**src/rtl/branch_predict_ctrl.sv**
```systemverilog
// ---------------------------------------------------------------------------
// branch_predict_ctrl
//
// Direct-mapped branch target buffer (BTB) with 2-bit saturating counters,
// plus misprediction detection / redirect for the EX stage and resolve and
// misprediction event counters.
//
// Ports
//   clk            : single clock, all state updates on the rising edge
//   reset          : asynchronous, active-low reset
//   if_pc          : fetch-stage PC to predict
//   pred_taken     : combinational taken prediction for if_pc
//   pred_target    : predicted next PC (if_pc+4 when not predicted taken)
//   ex_valid       : EX holds a resolving control-flow instruction
//   ex_stall       : EX stalled, resolution deferred
//   ex_is_jump     : EX op is JAL/JALR (always taken)
//   ex_pc          : PC of the EX instruction
//   ex_bcond       : actual conditional-branch outcome
//   ex_target      : actual taken target
//   ex_pred_taken  : prediction carried with the instruction
//   ex_pred_target : predicted target carried with the instruction
//   flush          : kill IF/ID and load redirect_pc (combinational)
//   redirect_pc    : correct next PC when flush=1, else 0
//   br_count       : resolved control-flow instructions (saturating)
//   mp_count       : mispredictions (saturating)
// ---------------------------------------------------------------------------
module branch_predict_ctrl #(
   parameter int ENTRIES = 16,
   parameter int IDX     = 4
) (
   input  logic        clk,
   input  logic        reset,
   input  logic [31:0] if_pc,
   output logic        pred_taken,
   output logic [31:0] pred_target,
   input  logic        ex_valid,
   input  logic        ex_stall,
   input  logic        ex_is_jump,
   input  logic [31:0] ex_pc,
   input  logic        ex_bcond,
   input  logic [31:0] ex_target,
   input  logic        ex_pred_taken,
   input  logic [31:0] ex_pred_target,
   output logic        flush,
   output logic [31:0] redirect_pc,
   output logic [31:0] br_count,
   output logic [31:0] mp_count
);

   localparam int TAGW = 32 - IDX - 2;

   // BTB storage
   logic [ENTRIES-1:0] valid_q;
   logic [ENTRIES-1:0] valid_d;
   logic [TAGW-1:0]    tag_q    [ENTRIES];
   logic [TAGW-1:0]    tag_d    [ENTRIES];
   logic [31:0]        target_q [ENTRIES];
   logic [31:0]        target_d [ENTRIES];
   logic [1:0]         ctr_q    [ENTRIES];
   logic [1:0]         ctr_d    [ENTRIES];

   // Event counters
   logic [31:0] br_count_q;
   logic [31:0] br_count_d;
   logic [31:0] mp_count_q;
   logic [31:0] mp_count_d;

   // Lookup side
   logic [IDX-1:0]  if_idx_s;
   logic [TAGW-1:0] if_tag_s;
   logic            if_hit_s;

   // Resolve side
   logic [IDX-1:0]  ex_idx_s;
   logic [TAGW-1:0] ex_tag_s;
   logic            ex_hit_s;
   logic            resolve_s;
   logic            actual_taken_s;
   logic            mispredict_s;

   // Saturating increment of a 2-bit counter
   function automatic logic [1:0] ctr_inc(input logic [1:0] c);
      logic [1:0] r;
      case (c)
         2'b00:   r = 2'b01;
         2'b01:   r = 2'b10;
         2'b10:   r = 2'b11;
         2'b11:   r = 2'b11;
         default: r = 2'b01;
      endcase
      return r;
   endfunction

   // Saturating decrement of a 2-bit counter
   function automatic logic [1:0] ctr_dec(input logic [1:0] c);
      logic [1:0] r;
      case (c)
         2'b00:   r = 2'b00;
         2'b01:   r = 2'b00;
         2'b10:   r = 2'b01;
         2'b11:   r = 2'b10;
         default: r = 2'b01;
      endcase
      return r;
   endfunction

   // Fetch-side lookup; reads only registered BTB state so a same-cycle
   // update to the same index is not visible until the next cycle.
   always_comb begin
      if_idx_s = if_pc[IDX+1:2];
      if_tag_s = if_pc[31:IDX+2];
      if_hit_s = valid_q[if_idx_s] && (tag_q[if_idx_s] == if_tag_s);
      // Gating with reset keeps the prediction quiet while reset is held.
      if (reset && if_hit_s && ctr_q[if_idx_s][1]) begin
         pred_taken  = 1'b1;
         pred_target = target_q[if_idx_s];
      end else begin
         pred_taken  = 1'b0;
         pred_target = if_pc + 32'd4;
      end
   end

   // Resolve qualification, misprediction detection and redirect target
   always_comb begin
      resolve_s      = reset && ex_valid && !ex_stall;
      actual_taken_s = ex_is_jump || ex_bcond;
      // A correct taken/not-taken guess with the wrong target is still a miss.
      mispredict_s   = resolve_s &&
                       ((ex_pred_taken != actual_taken_s) ||
                        (ex_pred_taken && actual_taken_s && (ex_pred_target != ex_target)));
      flush          = mispredict_s;
      if (mispredict_s) begin
         if (actual_taken_s) begin
            redirect_pc = ex_target;
         end else begin
            redirect_pc = ex_pc + 32'd4;
         end
      end else begin
         redirect_pc = 32'd0;
      end
   end

   // Next-state for the BTB: at most one entry (ex_pc's index) changes per resolve
   always_comb begin
      valid_d = valid_q;
      for (int i = 0; i < ENTRIES; i++) begin
         tag_d[i]    = tag_q[i];
         target_d[i] = target_q[i];
         ctr_d[i]    = ctr_q[i];
      end
      ex_idx_s = ex_pc[IDX+1:2];
      ex_tag_s = ex_pc[31:IDX+2];
      ex_hit_s = valid_q[ex_idx_s] && (tag_q[ex_idx_s] == ex_tag_s);
      if (resolve_s) begin
         if (ex_hit_s) begin
            if (actual_taken_s) begin
               // Jumps are unconditionally taken, so pin them to strong-taken;
               // the target is always refreshed since JALR targets move.
               if (ex_is_jump) begin
                  ctr_d[ex_idx_s] = 2'b11;
               end else begin
                  ctr_d[ex_idx_s] = ctr_inc(ctr_q[ex_idx_s]);
               end
               target_d[ex_idx_s] = ex_target;
            end else begin
               ctr_d[ex_idx_s] = ctr_dec(ctr_q[ex_idx_s]);
            end
         end else begin
            if (actual_taken_s) begin
               // Allocate, evicting whatever aliased into this slot.
               valid_d[ex_idx_s]  = 1'b1;
               tag_d[ex_idx_s]    = ex_tag_s;
               target_d[ex_idx_s] = ex_target;
               if (ex_is_jump) begin
                  ctr_d[ex_idx_s] = 2'b11;
               end else begin
                  ctr_d[ex_idx_s] = 2'b10;
               end
            end else begin
               // Not-taken misses are not worth a BTB slot.
               valid_d[ex_idx_s] = valid_q[ex_idx_s];
            end
         end
      end else begin
         valid_d = valid_q;
      end
   end

   // Next-state for the saturating event counters
   always_comb begin
      br_count_d = br_count_q;
      mp_count_d = mp_count_q;
      if (resolve_s && (br_count_q != 32'hFFFF_FFFF)) begin
         br_count_d = br_count_q + 32'd1;
      end else begin
         br_count_d = br_count_q;
      end
      if (mispredict_s && (mp_count_q != 32'hFFFF_FFFF)) begin
         mp_count_d = mp_count_q + 32'd1;
      end else begin
         mp_count_d = mp_count_q;
      end
   end

   // State registers; reset clears the BTB to invalid/weak-not-taken
   always_ff @(posedge clk or negedge reset) begin
      if (!reset) begin
         valid_q    <= '0;
         br_count_q <= 32'd0;
         mp_count_q <= 32'd0;
         for (int i = 0; i < ENTRIES; i++) begin
            tag_q[i]    <= '0;
            target_q[i] <= 32'd0;
            ctr_q[i]    <= 2'b01;
         end
      end else begin
         valid_q    <= valid_d;
         br_count_q <= br_count_d;
         mp_count_q <= mp_count_d;
         for (int i = 0; i < ENTRIES; i++) begin
            tag_q[i]    <= tag_d[i];
            target_q[i] <= target_d[i];
            ctr_q[i]    <= ctr_d[i];
         end
      end
   end

   assign br_count = br_count_q;
   assign mp_count = mp_count_q;

endmodule

```
**config.mk**
```make
export PLATFORM = sky130hd
export DESIGN_NAME = branch_predict_ctrl
export DESIGN_NICKNAME = d
export VERILOG_FILES = /design/src/rtl/branch_predict_ctrl.sv
export SDC_FILE = /design/constraint.sdc
export NUM_CORES = 2
export LEC_CHECK = 0
export BUFFER_PORTS_ARGS = -buffer_cell sky130_fd_sc_hd__buf_4
export CAP_MARGIN = 20
export CORE_MARGIN = 2
export CORE_UTILIZATION = 45
export DETAILED_ROUTE_END_ITERATION = 16
export HOLD_SLACK_MARGIN = 0.1
export PLACE_DENSITY_LB_ADDON = 0.25
export SKIP_CTS_REPAIR_TIMING = 1
export SYNTH_ARGS = -nofsm -noshare
export SYNTH_HDL_FRONTEND = slang
export SYNTH_SLANG_ARGS = --single-unit
```
**constraint.sdc**
```tcl
create_clock -name clk -period 4.7 [get_ports clk]
set_input_delay 0.235 -clock clk [delete_from_list [all_inputs] [get_ports clk]]
set_output_delay 0.235 -clock clk [all_outputs]
set_load 0.05 [all_outputs]
```
==> impl_metrics.yaml <==
status:
  status: "complete, no violations"
route:
  drt_pass1_iterations: 5
  via_per_inst: 6.29
  wl_um: 174000
  drc: 0
  wl_per_cell_um: 29.9
  ant_nets: 0
  drt_iter0_drc: 3606
  routed-wl-met2_um: 78200
  wl_met1_um: 75900
  top_layer: "met5"
  vias: 36609
  dr_wl_met3_um: 14600
sta:
  layout_setup_ws_ps: 366
  timing.final.crit_share_pct: 92.2
  fin_worst_skew_ps: 50.2
  maxClockFrequency_mhz: 231
  hold_violations: 0
  slew_headroom_pct: 20.5
  layout_min_cycle_time_ps: 4330
  rsz0062_at_grt: "no"
  tightest_slew_ps: 1190
  hold_slack_ps: 104
  drv_slew: 0
  setup_viol: 0
  setup_tns_ps: 0
synth:
  postSynthAreaPerCell_um2: 14.2
  yosys.area.top_type_share_pct: 46.8
  syn_nets: 3996
  synth-seq-cells: 1040
  synth_area_leaders: "dfrtp_1, mux2_2, mux4_2, xnor2_1, clkbuf_1"
  seq_area_frac_synth_pct: 47.6
  synth_compound_area_share_pct: 3.29
  synth.largest_area_cell: "dfrtp_1"
  synth_area_um2: 54700
  yosys_warnings: 0
  synth_ff_type: "dfrtp_1"
  synth_top_family_by_area: "multiplexers"
  synth-adder-area-share_pct: 0.201
  synthSimpleGateAreaFrac_pct: 4.72
  synth_edf_count: 0
  synth_cell_types: 78
  synthMuxAreaShare_pct: 37.6
  async_reset_ff_share_pct: 100
  synth_xor_area_share_pct: 3.12
  synth_cells: 3853
cells_and_area:
  nets: 4258
  fin_cells: 5823
  area.growth.synth_to_final_pct: 16.2
  final_layout_size_suffix_gt1_share_pct: 49.5
pwr:
  share_clk_of_total_power_pct: 39.3
  combPwrFrac_pct: 16.4
  p_leak_nw: 28.5
  switchingPower_w: 0.00657
  power_density_nw_per_um2: 379
  p_seq_share_pct: 44.3
  peakVddDrop_mv: 0.295
  intPower_w: 0.0175
  switching_share_pct: 27.3
clock_tree:
  cts-buffers-inserted: 114
  clkLatencyLatePin_ps: 740
  clk_path_buf_depth: 3
  tritoncts: "yes"
  cts-root-buf: "clkbuf_16"
  htree_levels: 3
  clock_sinks: 1040
  clkTransAtPathRegs_ps: 70
floorplan:
  ios: 265
  dieHeight_um: 353
  fp.dieArea_um2: 124000
  fp.dieW_um: 353
  rows: 127
  start_util_pct: 45.5
  core_area_um2: 120000
grt:
  grt_pass1_vias: 36425
  overflow: 0
  grt_max_degree: 182
  grt_first_pass_wirelength_um: 257000
  track_usage_pct: 27.8
  antenna_found_initial: 14
placed_design:
  gp_congestion: 0.937
  dp_cells: 5550
  hpwlAfterDp_um: 114000
  numPortBuffers: 264
  pre_cts_slack_ps: 202
worst_setup_path:
  critical_path.cell_chain: "mux4_2, nor2_1, a2111oi_0, buf_4, a221oi_1, and4_1, o2111ai_2, nor3_4, buf_12, nor3_4, buf_12, mux2_2"
  arrival_ps: 4920
  worstSetupEndpointType: "flop"
  path_max_fanout: 14
  cp_slowest_cell: "nor3_4"
  start_kind: "flop"
  slowest_delay_ps: 920
  crit_type: "reg -> reg"
  crit_required_ps: 5280
job:
  cap_viol_max_count: 0
hold_path:
  hold_path.class: "in -> reg"
-- layout by cell type, fill, tap and decap left out, drive strengths merged, types with 11 or more instances in the layout --
| master | n |
|---|---|
| nand2 | 118 |
| inv | 52 |
| nand2b | 13 |
| dfrtp | 1024 |
| o31ai | 12 |
| nor2 | 116 |
| o21ai | 49 |
| and3 | 25 |
| bufinv | 11 |
| clkbuf | 166 |
| xnor2 | 144 |
| dfstp | 16 |
| xor2 | 51 |
| and2 | 19 |
| dlygate4sd3 | 60 |
| o22ai | 20 |
| nand4 | 41 |
| mux4 | 378 |
| a21oi | 23 |
| buf | 442 |
| a22oi | 32 |
| nor3 | 46 |
| a31oi | 13 |
| mux2i | 68 |
| nand3 | 57 |
| clkinv | 27 |
| nor2b | 11 |
| mux2 | 1010 |
| a211oi | 33 |
-- power groups by stage --
stage | Clock (W) | Combinational, W | Sequential, W
6_report | 0.00946 | 0.00395 | 0.0107
5_1_grt | 0.00996 | 0.00420 | 0.0108
4_1_cts | 0.00960 | 0.00390 | 0.0106
3_5_place_dp | 0 | 0.00388 | 0.0108
3_3_place_gp | 0 | 0.00383 | 0.0107
2_1_floorplan | 0 | 0.00252 | 0.0107
-- flip-flops by register name, summed over array words and instances (netlist names), named ones only --
register,count
br_count,32
ctr_q,16
mp_count,32
tag_q,416
target_q,512
valid_q,16
-- area by class of cell --
cell class,count,area [µm²]
fill,10142,56800
multi-input combinational,2406,27000
sequential,1040,26000
timing repair buffer,503,4380
clock buffer,165,3330
tap,1612,2020
clock inverter,46,623
inverter,50,188
antenna,1,2.50
-- routing by layer --
| layer | GRT usage (%) | up-vias |
|---|---|---|
| met5 | 0 | - |
| met2 | 41.7 | 1553 |
| met3 | 6.12 | 299 |
| met4 | 8.49 | 20 |
| li1 | - | 14968 |
| met1 | 40.5 | 19769 |
-- synthesized netlist by cell type, types with 5 or more instances --
cell type and n:
nor2b_1 11, a221oi_1 8, nor3_1 33, nor3_4 10, xor2_1 51, dfstp_2 16
a31oi_1 13, buf_4 15, a22oi_1 32, or3_1 7, xnor2_1 144, o221a_2 9
ha_1 8, or2_2 7, mux2_2 993, o22ai_1 20, and4_1 10, nor2_1 112
o31ai_1 12, nand2_1 118, mux4_2 378, a21oi_1 22, nor4_1 9, dfrtp_1 1024
buf_6 28, o32ai_1 10, clkbuf_1 225, and3_1 25, buf_2 39, a211oi_1 33
nand2b_1 13, inv_1 48, o21ai_0 46, buf_1 47, nand3_1 57, o211ai_1 7
nand3b_1 5, and2_1 19, mux2_1 14, mux2i_1 68, nand4_1 41
-- worst max-delay path, delay by kind of cell (launching register included) --
family | cells | cell delay (ps)
compound gates | 3 | 1190
simple gates | 4 | 1240
flops | 1 | 430
mux | 2 | 610
buf+inv | 3 | 680
-- cells by family (layout without fill, tap and decap cells) --
| logic type | count (synthesis) | in the layout |
|---|---|---|
| fa+ha+maj | 9 | 9 |
| simple gates | 494 | 494 |
| mux | 1456 | 1456 |
| buf+inv | 407 | 764 |
| flops | 1040 | 1040 |
| xor+xnor | 195 | 195 |
| other cells | 0 | 1 |
| compound gates | 252 | 252 |
-- per-stage QoR --
| stage | cell area (µm²) | utilization (%) | total power (W) |
|---|---|---|---|
| 6_report | 63500 | 52.8 | 0.0241 |
| 5_1_grt | 63500 | 52.8 | 0.0249 |
| 4_1_cts | 62900 | 52.3 | 0.0241 |
| 3_5_place_dp | 58900 | 49.0 | 0.0147 |
| 3_3_place_gp | 58900 | 49.0 | 0.0146 |
| 2_1_floorplan | 54700 | - | 0.0132 |
-- path summary, 6_finish.rpt --
check / slack (ps) / end / cells after the start / from
setup / recovery: 370 / tag_q[35] / 12 / tag_q[33]
min in group asynchronous: 280 / tag_q[374] / 3 / reset
setup reg to reg: 370 / tag_q[35] / 12 / tag_q[33]
hold / removal: 100 / tag_q[22] / 3 / ex_pc[28]
max in group asynchronous: 1890 / target_q[31] / 5 / reset
hold reg to reg: 480 / flop / 2 / flop
Power figures use the tool's default switching activity.
